$ cat config.mk
export PLATFORM = sky130hd
export DESIGN_NAME = writeback_queue
export DESIGN_NICKNAME = d
export VERILOG_FILES = /design/src/rtl/writeback_queue.sv
export SDC_FILE = /design/constraint.sdc
export NUM_CORES = 1
export LEC_CHECK = 0
export ABC_AREA = 1
export BUFFER_PORTS_ARGS = -buffer_cell sky130_fd_sc_hd__buf_2
export CELL_PAD_IN_SITES_DETAIL_PLACEMENT = 0
export CELL_PAD_IN_SITES_GLOBAL_PLACEMENT = 1
export CORE_ASPECT_RATIO = 1.5
export CORE_MARGIN = 2
export CORE_UTILIZATION = 34
export DETAILED_ROUTE_END_ITERATION = 7
export PLACE_DENSITY = 0.78
export SYNTH_ARGS = -nofsm -noshare
export SYNTH_HDL_FRONTEND = slang
export SYNTH_SLANG_ARGS = --single-unit
$ cat constraint.sdc
create_clock -name clk -period 1.53 [get_ports clk]
set_clock_uncertainty 0.1 [all_clocks]
set_input_delay 0.153 -clock clk [delete_from_list [all_inputs] [get_ports clk]]
set_output_delay 0.153 -clock clk [all_outputs]
set_load 0.02 [all_outputs]
$ cat src/rtl/writeback_queue.sv
// Writeback stage: ALU/data-memory result select, small in-order retire queue
// driving the register-file write port, plus forwarding of pending results.
module writeback_queue #(
    parameter int DATA_W = 8,
    parameter int ADDR_W = 3,
    parameter int DEPTH  = 2
) (
    input  logic                         clk,
    input  logic                         reset,
    input  logic                         in_valid,
    output logic                         in_ready,
    input  logic                         in_sel,
    input  logic [DATA_W-1:0]            in_ans_alu,
    input  logic [DATA_W-1:0]            in_ans_dm,
    input  logic [ADDR_W-1:0]            in_rd,
    input  logic                         in_we,
    input  logic                         flush,
    output logic                         rf_we,
    input  logic                         rf_ready,
    output logic [ADDR_W-1:0]            rf_addr,
    output logic [DATA_W-1:0]            rf_data,
    input  logic [ADDR_W-1:0]            fwd_addr,
    output logic                         fwd_hit,
    output logic [DATA_W-1:0]            fwd_data,
    output logic [DATA_W-1:0]            ans_wb,
    output logic [$clog2(DEPTH+1)-1:0]   occupancy
);

    localparam int PTR_W = (DEPTH > 1) ? $clog2(DEPTH) : 1;
    localparam int CNT_W = $clog2(DEPTH + 1);

    logic [DATA_W-1:0] data_mem [DEPTH];
    logic [ADDR_W-1:0] rd_mem   [DEPTH];
    logic              we_mem   [DEPTH];
    logic [DEPTH-1:0]  vld;

    logic [PTR_W-1:0]  wr_ptr;
    logic [PTR_W-1:0]  rd_ptr;
    logic [CNT_W-1:0]  count;

    logic              push;
    logic              pop;
    logic              wr_fire;

    // DEPTH need not be a power of two, so wrap explicitly.
    function automatic logic [PTR_W-1:0] next_ptr(input logic [PTR_W-1:0] p);
        if (p == PTR_W'(DEPTH - 1))
            return '0;
        else
            return p + 1'b1;
    endfunction

    assign in_ready  = (count < CNT_W'(DEPTH));
    assign rf_we     = (count != '0) && we_mem[rd_ptr];
    assign rf_addr   = rd_mem[rd_ptr];
    assign rf_data   = data_mem[rd_ptr];
    assign occupancy = count;

    assign push    = in_valid && in_ready;
    assign pop     = (count != '0) && (!we_mem[rd_ptr] || rf_ready);
    assign wr_fire = rf_we && rf_ready;

    always_ff @(posedge clk or posedge reset) begin
        if (reset) begin
            wr_ptr <= '0;
            rd_ptr <= '0;
            count  <= '0;
            vld    <= '0;
        end else if (flush) begin
            wr_ptr <= '0;
            rd_ptr <= '0;
            count  <= '0;
            vld    <= '0;
        end else begin
            if (pop) begin
                rd_ptr      <= next_ptr(rd_ptr);
                vld[rd_ptr] <= 1'b0;
            end
            if (push) begin
                wr_ptr      <= next_ptr(wr_ptr);
                vld[wr_ptr] <= 1'b1;
            end
            if (push && !pop)
                count <= count + 1'b1;
            else if (!push && pop)
                count <= count - 1'b1;
        end
    end

    // A flush discards the head, so its concurrent write is not credited.
    always_ff @(posedge clk or posedge reset) begin
        if (reset)
            ans_wb <= '0;
        else if (wr_fire && !flush)
            ans_wb <= rf_data;
    end

    // Entry payload is qualified by vld/count, so it carries no reset.
    always_ff @(posedge clk) begin
        if (push && !flush) begin
            data_mem[wr_ptr] <= in_sel ? in_ans_dm : in_ans_alu;
            rd_mem[wr_ptr]   <= in_rd;
            we_mem[wr_ptr]   <= in_we && (in_rd != '0);
        end
    end

    // Walk oldest to youngest so the last match is the youngest pending value.
    always_comb begin
        logic [PTR_W-1:0] idx;
        fwd_hit  = 1'b0;
        fwd_data = '0;
        idx      = rd_ptr;
        for (int i = 0; i < DEPTH; i++) begin
            if (vld[idx] && we_mem[idx] && (rd_mem[idx] == fwd_addr) && (fwd_addr != '0)) begin
                fwd_hit  = 1'b1;
                fwd_data = data_mem[idx];
            end
            idx = next_ptr(idx);
        end
    end

endmodule

### Yosys cells after proc, flatten, opt, wreduce, memory -nomap -nowiden

Memory sizes are Yosys's and may differ from the RTL's.
Index checks and enable logic that the tools add are counted.

| storage, ports and cells | value |
|---|---|
| register bits after elaboration | 14 |
| bits in writable memories | 24 |
| bits of input ports | 29 |
| logic and storage cells | 79 |
| memories | 3 |

Memory list:

| memory | words | width | read ports | clocked after Yosys merged registers in | write ports | RTL line | RTL |
|---|---|---|---|---|---|---|---|
| data_mem | 2 | 8 | 2 | 0 | 1 | 32 | `logic [DATA_W-1:0] data_mem [DEPTH];` |
| rd_mem | 2 | 3 | 2 | 0 | 1 | 33 | `logic [ADDR_W-1:0] rd_mem [DEPTH];` |
| we_mem | 2 | 1 | 2 | 0 | 1 | 34 | `logic we_mem [DEPTH];` |

| cells by class | value |
|---|---|
| add/sub/neg operators | 4 |
| order comparisons | 6 |
| equality and inequality tests | 2 |
| mux-type cells | 28 |
| bitwise operators | 3 |
| reduce and logical (&&, ||, !) cells | 28 |

Operator list:

| cell | number |
|---|---|
| $mux 8 | 3 |
| $logic_and 1x1->1 | 17 |
| $mux 1 | 16 |
| $mux 2 | 7 |
| $reduce_bool 3->1 | 3 |
| $eq 3x3->1 | 2 |
| $lt 1x2->1 const B | 3 |
| $reduce_bool 2->1 | 3 |
| $logic_not 1->1 | 4 |
| $add 1x1->1 const B | 2 |
| $add 2x1->2 const B | 1 |
| $and 2x2->2 | 1 |
| $demux 1 s1 | 2 |
| $ge 1x1->1 const B | 2 |
| $lt 2x2->1 const B | 1 |
| $not 2->2 | 1 |
| $or 2x2->2 | 1 |
| $sub 2x1->2 const B | 1 |
| $logic_or 1x1->1 | 1 |

### Longest topological paths before layout

| depth | value |
|---|---|
| depth after elaboration | 11 |
| gate-level depth with buffers | 10 |
| mapped depth without buffers | 10 |

### Worst setup path before layout

OpenSTA, ideal clock, no wires.

| path | value |
|---|---|
| path kind | register to register |
| start point | register count[1] (netlist: occupancy[1]) |
| end point | memory data_mem[0][0], enable pin |
| arrival time | 1.491 ns |
| data required time | 1.048 ns |
| setup slack | -0.443 ns |
| stages on the path, launching flop included | 6 |
| buffers on the path | 0 |
| clock period less this slack | 1.973 ns |
| path through | dfrtp_1 -> inv_1 -> nand2_1 -> inv_1 -> nand2_1 -> nor2_1 |

| on the way | value |
|---|---|
| word-level cells in the longest chain between the ends | 5 |

RTL lines:

| item | RTL line | RTL |
|---|---|---|
| from (decl) | 39 | `logic [CNT_W-1:0] count;` |
| from (signal assigned) | 84 | `count <= count + 1'b1;` |
| from (signal assigned) | 86 | `count <= count - 1'b1;` |
| $lt 2x2->1 | 53 | `assign in_ready = (count < CNT_W'(DEPTH));` |
| net in_ready | 11 | `output logic in_ready,` |
| $logic_and 1x1->1 | 59 | `assign push = in_valid && in_ready;` |
| $logic_and 1x1->1 | 100 | `if (push && !flush) begin` |
| $mux 1 | 100 |  |
| $mux 1 | 101 | `data_mem[wr_ptr] <= in_sel ? in_ans_dm : in_ans_alu;` |
| to (decl) | 32 |  |

The timed path passes the listed nets, and every way through them passes these cells.

### Final worst setup path

| path | value |
|---|---|
| start point | register rd_ptr |
| end point | output fwd_data[5] |

| on the way | value |
|---|---|
| word-level cells in the longest chain between the ends | 8 |

RTL lines:

| item | RTL line | RTL |
|---|---|---|
| from (decl) | 38 | `logic [PTR_W-1:0] rd_ptr;` |
| from (signal assigned) | 76 | `rd_ptr <= next_ptr(rd_ptr);` |
| branches (longest 7 deep; another with $mem_v2 2x3) | n/a |  |
| $mux 8 * | 114 | `if (vld[idx] && we_mem[idx] && (rd_mem[idx] == fwd_addr) && (fwd_addr != '0)) begin` |
| to (decl) | 24 | `output logic [DATA_W-1:0] fwd_data,` |

Every way passes the cells marked *. The select of a mux whose other input is x is not followed.

==> impl_metrics.yaml <==
critical_path:
  crit_top_cell: "nand2_2"
  end_kind: "output pin"
  crit_chain: "clkinv_4 > buf_8 > nand2_4 > nand2_2 > nand2_2 > nand2_2 > nor2_4 > nand2_4 > buf_12 > nand3_2 > nand2_2 > buf_6"
  worstPathRequired_ns: 1.28
  r2r_start: "rd_ptr"
  crit_fanout: 8
  arrival_ns: 1.81
  worst_path_largest_cell_delay_ns: 0.44
  crit_slowest_cell: "dfrtp_2"
  startpoint: "rd_ptr"
  path_class: "flop to output pin"
  crit_path_start_kind: "flop"
logic_synthesis:
  synth_mux_area_share_pct: 4.39
  synth_area_um2: 2050
  synth_nets: 272
  synth-seq-area-share_pct: 52.2
  synthXorXnorAreaFrac_pct: 0
  synthTopCellsByArea: "edfxtp_1, dfrtp_1, nand2_1"
  synth_top_area_share_pct: 35.1
  yosys.area_share.simple_pct: 25.3
  synth_compound_area_share_pct: 9.03
  ys.warnings.count: 0
  synthAdderAreaFrac_pct: 0
  syn_inst: 243
  synth_top_family_by_area: "simple AND/OR/NAND/NOR gates"
  yosys.area.top_type: "edfxtp_1"
  syn_area_per_cell_um2: 8.44
  synth-seq-cells: 38
  synth_cell_types: 25
status:
  outcome: "complete, but fails checks"
  violations: "negative hold slack, negative setup slack"
cts:
  cts_tree: "done"
  path_clk_slew_ns: 0.07
  htreeDepth: 2
  cts_root_buf: "clkbuf_8"
  numCtsBuffers: 5
  insertion_delay_ns: 0.29
  cts_sinks: 38
  clk_path_buf_depth: 2
sta:
  setup_violations: 30
  hold_viol_final: 1
  max_slew_margin_pct: 63.6
  slew_viol_final: 0
  rsz0062_at_grt: "yes"
  setup_slack_ns: -0.532
  worst_pin_slew_ns: 0.545
  period_minus_slack_ns: 2.06
  clock.fmax_mhz: 485
  fin_hold_ws_ns: -0.000110
  fin_crit_sh_pct: 135
placed_design:
  port_buffers: 60
  hpwl_um: 3850
  dpl_worst_slack_ns: -0.288
  dp_cells: 394
  gp_congestion: 0.825
  placedInstanceArea_um2: 2710
routing:
  drc: 0
  drt_pass1_iterations: 4
  vias_per_cell: 4.75
  vias: 1987
  wl_per_cell_um: 13.4
  ant_nets: 0
  drt-initial-drc-count: 40
  drt_wl_total_um: 5590
final_layout:
  postLayoutCoreUtil_pct: 59.2
  fin_nets: 374
  drive_above_1_share_pct: 58.4
  area_growth_pct: 68.2
  mostFrequentLayoutCells: "nand2_1, buf_2, nand2_2"
  final_cells: 418
  n_antenna_cell: 0
  stdcell_area_um2: 3450
  final_common_cell: "nand2_1"
pwr:
  power_frac_seq_pct: 32.8
  clockPowerShare_pct: 15.5
  sw_frac_of_total_pct: 39.1
  pwr-share-comb_pct: 51.7
  power_per_cell_area_nw_per_um2: 1240
  finalPower_uw: 4290
  p_leak_uw: 0.00159
  ir_drop_mv: 0.641
  intPower_uw: 2610
  power.switching_uw: 1680
grt:
  grt_max_degree: 20
  grt_pass1_wl_um: 8720
  grt_pass1_vias: 1991
  track_usage_pct: 17.3
  antenna_found_initial: 0
  gr-total-overflow: 0
die:
  core-area_um2: 5830
  die_w_um: 67.4
  rows: 34
  start_util_pct: 35.2
  die_h_um: 99.1
  dieArea_um2: 6680
  io_pins: 61
worst_hold_path:
  worstHoldStart: "flush"
  min_path_type: "primary input to flop"
flow_run:
  cap_violations: 0
## cell type report
type | count | area [µm²]
clock buffer | 6 | 72.6
clock inverter | 2 | 10.0
fill | 489 | 2380
inverter | 34 | 140
multi-input combinational | 164 | 1150
sequential | 38 | 1070
tap | 72 | 90.1
timing repair buffer | 102 | 908
## kinds of logic after synthesis
kind of cell / Yosys count
compound gates: 34
buf+inv: 41
flops: 38
mux: 8
simple gates: 122
## per-stage QoR
| step | hold WS, ns | TNS [ns] |
|---|---|---|
| 2_1_floorplan | -0.0578 | -0.195 |
| 4_1_cts | 0.00618 | -8.90 |
| 3_5_place_dp | 0.128 | -2.58 |
| 5_1_grt | 0.00763 | -12.63 |
| 6_report | -0.000110 | -9.91 |
| 3_3_place_gp | 0.124 | -2.39 |
## registers in the layout, indices dropped and copies added, names as in the netlist
name and count:
data_mem 16, ans_wb 8, rd_mem 6, occupancy 2
vld 2, we_mem 2, rd_ptr 1, wr_ptr 1
## critical path: cells and delay by family (launching register included)
kind                   cells  cell delay [ns]
buffers and inverters      4             0.55
AND/OR/NAND/NOR            8             0.53
flip-flops                 1             0.44
## metal layers
layer  part of all wire, %  wire length (µm)  vias to the layer above  GRT usage (%)
li1                      -                 -                      994              -
met1                    39              2200                      938           19.6
met2                    55              3090                       45           29.9
met3                   3.5               193                       10           3.73
met4                   1.9               106                        0           8.63
met5                     0                 0                        -              0
## cell usage after synthesis
| library cell | count |
|---|---|
| buf_6 | 2 |
| mux2_2 | 8 |
| nand3_1 | 20 |
| o21ai_2 | 2 |
| nand2_1 | 86 |
| nand2_2 | 5 |
| buf_8 | 1 |
| nor3_1 | 1 |
| buf_4 | 1 |
| o22ai_1 | 1 |
| o21ai_1 | 1 |
| dfrtp_1 | 14 |
| nor2_1 | 7 |
| buf_2 | 1 |
| inv_2 | 2 |
| a21oi_1 | 3 |
| clkbuf_1 | 2 |
| nor2_4 | 1 |
| nor3_4 | 1 |
| inv_1 | 32 |
| o211ai_1 | 1 |
| o21ai_0 | 25 |
| edfxtp_1 | 24 |
| or2_2 | 1 |
| o31a_1 | 1 |
## power by group through the flow
stage	Sequential [µW]	Combinational (µW)	Clock (µW)
CTS	1400	1760	677
global route	1430	2400	729
detailed placement	1410	1550	0
floorplan	1540	847	0
finish	1410	2220	664
global placement	1400	1540	0
## worst paths after layout
kind / endpoint / slack, ns / cells past startpoint
setup / recovery: fwd_data[5] / -0.53 / 12
hold / removal: occupancy[1] / -0.0001 / 2
setup reg to reg: ans_wb[2] / -0.22 / 10
hold reg to reg: ans_wb[6] / 0.43 / 2
max in group asynchronous: occupancy[1] / 0.57 / 3
min in group asynchronous: ans_wb[1] / 0.36 / 3
## what timing repair did
item                                    in CTS  in global routing
gates resized for setup                     62                 78
hold buffers                                 4                  0
buffers inserted                             5                  6
pin swaps                                   16                 15
hold endpoints to repair                    20                  0
endpoints found under the setup margin      26                 34
gates cloned                                 1                  2
No activity file was read; power rests on OpenSTA's default activity.
